### src/rtl/if_id_buf.sv
// Fetch-to-decode decoupling buffer: a small circular FIFO of {pc, inst, exp, int}
// entries. The registered count alone drives if_ready, so there is no fetch<->ID combinational path.
module if_id_buf #(
  parameter int XLEN  = 32,
  parameter int DEPTH = 2,
  parameter int PTR_W = $clog2(DEPTH)
) (
  input  logic             clk,
  input  logic             rst_n,
  input  logic             flush,
  input  logic             if_valid,
  output logic             if_ready,
  input  logic [XLEN-1:0]  if_pc,
  input  logic [XLEN-1:0]  if_inst,
  input  logic             if_exp_flag,
  input  logic             if_int_flag,
  input  logic             id_ready,
  output logic             id_valid,
  output logic [XLEN-1:0]  id_pc,
  output logic [XLEN-1:0]  id_inst,
  output logic             if2id_exp_flag,
  output logic             if2id_int_flag,
  output logic [PTR_W:0]   occupancy
);

  localparam logic [PTR_W:0]  FULL = (PTR_W+1)'(DEPTH);
  localparam logic [XLEN-1:0] NOP  = XLEN'(32'h0000_0013);

  typedef struct packed {
    logic [XLEN-1:0] pc;
    logic [XLEN-1:0] inst;
    logic            exp_flag;
    logic            int_flag;
  } entry_t;

  entry_t           mem_q [DEPTH];
  logic [PTR_W-1:0] rd_ptr_q, rd_ptr_d;
  logic [PTR_W-1:0] wr_ptr_q, wr_ptr_d;
  logic [PTR_W:0]   count_q, count_d;
  logic             push, pop;
  entry_t           wr_entry, head;

  assign if_ready  = (count_q != FULL);
  assign id_valid  = (count_q != '0) && !flush;
  assign push      = if_valid && if_ready && !flush;
  assign pop       = id_valid && id_ready;
  assign occupancy = count_q;

  assign wr_entry = '{pc: if_pc, inst: if_inst, exp_flag: if_exp_flag, int_flag: if_int_flag};

  always_comb begin
    rd_ptr_d = rd_ptr_q;
    wr_ptr_d = wr_ptr_q;
    count_d  = count_q;
    if (flush) begin
      rd_ptr_d = '0;
      wr_ptr_d = '0;
      count_d  = '0;
    end else begin
      // pointer width equals log2(DEPTH), so the increment wraps naturally
      if (push) wr_ptr_d = wr_ptr_q + 1'b1;
      if (pop)  rd_ptr_d = rd_ptr_q + 1'b1;
      case ({push, pop})
        2'b10:   count_d = count_q + 1'b1;
        2'b01:   count_d = count_q - 1'b1;
        default: count_d = count_q;
      endcase
    end
  end

  always_ff @(posedge clk or negedge rst_n) begin
    if (!rst_n) begin
      rd_ptr_q <= '0;
      wr_ptr_q <= '0;
      count_q  <= '0;
    end else begin
      rd_ptr_q <= rd_ptr_d;
      wr_ptr_q <= wr_ptr_d;
      count_q  <= count_d;
    end
  end

  // Storage is data-only; validity lives in count_q, so it needs no reset.
  always_ff @(posedge clk) begin
    if (push) mem_q[wr_ptr_q] <= wr_entry;
  end

  // A bubble (NOP, pc 0, no flags) is presented whenever there is no valid head.
  always_comb begin
    head = mem_q[rd_ptr_q];
    if (id_valid) begin
      id_pc          = head.pc;
      id_inst        = head.inst;
      if2id_exp_flag = head.exp_flag;
      if2id_int_flag = head.int_flag;
    end else begin
      id_pc          = '0;
      id_inst        = NOP;
      if2id_exp_flag = 1'b0;
      if2id_int_flag = 1'b0;
    end
  end

  a_no_overflow: assert property (@(posedge clk) disable iff (!rst_n)
    !(push && count_q == FULL));
  a_no_underflow: assert property (@(posedge clk) disable iff (!rst_n)
    !(pop && count_q == '0));

endmodule

### config.mk
export PLATFORM = sky130hd
export DESIGN_NAME = if_id_buf
export DESIGN_NICKNAME = d
export VERILOG_FILES = /design/src/rtl/if_id_buf.sv
export SDC_FILE = /design/constraint.sdc
export NUM_CORES = 1
export LEC_CHECK = 0
export CORE_UTILIZATION = 35
export CTS_CLUSTER_DIAMETER = 150
export DETAILED_ROUTE_END_ITERATION = 12
export GPL_TIMING_DRIVEN = 0
export HOLD_SLACK_MARGIN = 0.1
export SLEW_MARGIN = 20
export SYNTH_ARGS = -nofsm -noshare
export SYNTH_HDL_FRONTEND = slang
export SYNTH_SLANG_ARGS = --single-unit
### constraint.sdc
create_clock -name clk -period 9 [get_ports clk]
set_clock_uncertainty 0.1 [all_clocks]
set_input_delay 1.8 -clock clk [delete_from_list [all_inputs] [get_ports clk]]
set_output_delay 1.8 -clock clk [all_outputs]
set_load 0.01 [all_outputs]
==> summary.txt <==
Worst hold path
  – Hold EP: wr_ptr_q$_DFFE_PN0P_
  – Hold path startpoint: wr_ptr_q$_DFFE_PN0P_
  – Worst hold path depth: 2
  – Hold WC Path Type: reg -> reg

Route
  – DRC violations left: 0
  – Routed via count: between 3000 and 4000
  – Via/cell ratio: 4.53
  – Post-DRT Antenna Nets: 0
  – Routed WL: just over 10 mm
  – DRT iter0 DRCs: about 150
  – First drt pass iteration count: 4
  – Wire per inst: ~15 um

CTS
  – Setup Buffers After CTS: 0
  – Num Clock Sinks: 136
  – Total CTS buffers: 17
  – Root Driver: clkbuf_16
  – CTS tree: yes
  – Cts hold-fix bufs: 0
  – H-tree depth: 4
  – Worst-skew pair later-pin latency: ~0.40 ns
  – Clock-pin slew on the worst setup and hold paths: 0.05 ns
  – CTS max path bufs: 2
  – Resized cells post-CTS: 0

Setup path
  – R2R setup slack: 6.36 ns
  – Max FO, Critical Path: 10
  – Reg2reg end: mem_q[1][37]$_DFFE_PP_
  – R2R cell count: 7
  – Critical path class: in -> out
  – CP endpoint kind: output port
  – Reg-to-reg critical path startpoint: occupancy[1]$_DFFE_PN0P_
  – WP data arrival: between 3 and 4 ns
  – WP data required: 7.10 ns
  – CP Launch Type: primary input

Finish
  – Most frequent cells in the layout: clkdlybuf4s50_1, edfxtp_1, nor2_1, mux2i_1
  – Final instance area: 0.00753 sq mm
  – Sequential cell area: between 0.004 and 0.005 sq mm
  – Share of layout cells above drive strength 1: 11.4%
  – Multi-input gate area: 0.00103 sq mm
  – Most common cell after layout, fill and taps aside: clkdlybuf4s50_1
  – P&R area growth vs syn: 44.1%
  – Nets@finish: 551
  – Inserted Diodes: 0
  – Fillers: 1253

STA
  – Final count of negative-setup-slack endpoints: 0
  – Minimum clock period: 5.57 ns
  – Period utilisation layout: 61.9%
  – Worst rel slew slack: 47.6%
  – Max Transition Viols Final: 0
  – Fmax: 180 MHz
  – Hold Fails Final Rpt: 0
  – RSZ-0062 raised after global routing: false
  – Setup WS post-layout: 3.43 ns
  – Worst-Margin Slew: 0.783 ns

Synth
  – Top_reg_cell synth: edfxtp_1
  – Cell variety after synth: 21
  – Syn avg cell area: 17.1 sq um
  – Cell taking the most area after synthesis: edfxtp_1
  – Share of the synthesized area in the top cell type: 75.8%
  – Syn. warnings: 0
  – Syn Nets: ~380
  – Post-Syn Area: 0.00523 sq mm
  – FF+latch count, synth: about 140
  – Asr flop ratio synth: 2.94%
  – Synth area leaders: edfxtp_1, mux2i_1, nor2_1
  – Post-synth EDFFs: 132
  – Gate count after technology mapping: roughly 310
  – Register area share after synthesis: 77.7%

Floorplanning
  – CORE AREA: around 0.015 sq mm
  – # IOs: 141
  – Die Area: about 0.015 sq mm
  – # rows: 44
  – Die Y: about 120 um
  – Initial Util: 36.0%
  – Die span in x: 124 um

Run
  – Max-cap violation count: 0

Place
  – Post-Place Setup Slack: 3.42 ns
  – Port Buffers: 140
  – Final Wtd Congestion: 0.714
  – DP HPWL: approximately 7.2 mm
  – Placement Cell Area: 0.00699 sq mm

Power and ir drop
  – Pint: 1200 uW
  – PwrDens: 200 mW/mm^2
  – Sw frac: 20.3%
  – Total chip power: about 1500 uW
  – Seq pwr share: 48.1%
  – Switching power: approximately 310 uW
  – Clock network fraction of design power: 42.4%
  – VDD IR max: 0.000103 V
  – Combinational Power Share: 9.5%
  – Leak: 0.00253 uW

GRT
  – Largest net degree at the start of global routing: 17
  – First-pass GRT wire length: 16.4 mm
  – GRT Total Usage: 14.0%
  – Number of global-route vias before repair: roughly 3200
  – Antenna violations before repair: 0
  – Grt ovf: 0

Outcome
  – Status: complete, no violations
## through the flow
stage	instances	TNS, ns	hold slack, ns	util (%)
floorplan	306	0	0.429	-
global placement	630	-221.07	0.455	47.2
detailed placement	645	0	0.490	48.1
CTS	676	0	0.499	51.8
global route	676	0	0.548	51.8
finish	676	0	0.497	51.8
## synthesized netlist by cell type (3+ instances only)
cell,n
nand2_1,4
a21oi_1,3
mux2i_1,66
buf_6,7
nor2_1,66
inv_1,3
dfrtp_1,4
buf_4,4
o21ai_0,3
buf_2,4
edfxtp_1,132
## per-layer routing
layer	track usage, %	wire length, um	vias to the layer above
met5	0	0	-
met4	6.17	163	0
met3	4.31	441	12
met2	23.8	5270	89
met1	16.3	4460	1483
li1	-	-	1480
## worst max-delay path by stage
stage          cells past startpoint                endpoint     start
6_report                           6             id_inst[28]     flush
5_1_grt                            6              id_inst[8]     flush
4_1_cts                            6             id_inst[28]     flush
3_5_place_dp                       6             id_inst[28]     flush
3_3_place_gp                       3  mem_q[1][32]$_DFFE_PP_  if_valid
2_1_floorplan                      2   mem_q[1][0]$_DFFE_PP_  if_valid
## cell type report
type	count	area share [%]
Buffer	15	1.71
Clock buffer	21	5.85
Timing Repair Buffer	155	20.2
Multi-Input combinational cell	152	13.7
Clock inverter	10	1.39
Tap cell	184	3.06
Sequential cell	136	53.9
Inverter	3	0.149
## worst max-delay path, stage by stage
cell,delay [ns]
clkdlybuf4s50_1,0.55
or2_1,0.30
buf_6,0.16
buf_6,0.15
nor2_1,0.14
clkdlybuf4s50_1,0.55
## cells by family (layout without fill, tap and decap cells)
| kind of cell | count (synthesis) | in the layout | share of synthesized area [%] |
|---|---|---|---|
| AND/OR/NAND/NOR | 76 | 76 | 5.77 |
| AO/OA/AOI/OAI | 9 | 9 | 1.01 |
| XOR/XNOR | 1 | 1 | 0.168 |
| flip-flops | 136 | 136 | 77.7 |
| multiplexers | 66 | 66 | 12.6 |
| buffers and inverters | 18 | 204 | 2.68 |
## flip-flops by register name (all words and copies together), names as in the netlist
signal	flops
wr_ptr_q	1
rd_ptr_q	1
occupancy	2
mem_q	132
## power groups by stage
stage	combinational (uW)	clock [uW]	sequential [uW]
after global placement	138	0	744
after CTS	147	657	726
after global routing	156	682	728
final	144	639	726
after floorplan	64.0	0	742
after detailed placement	146	0	739
Note: power is estimated with default switching activity, not from simulation.
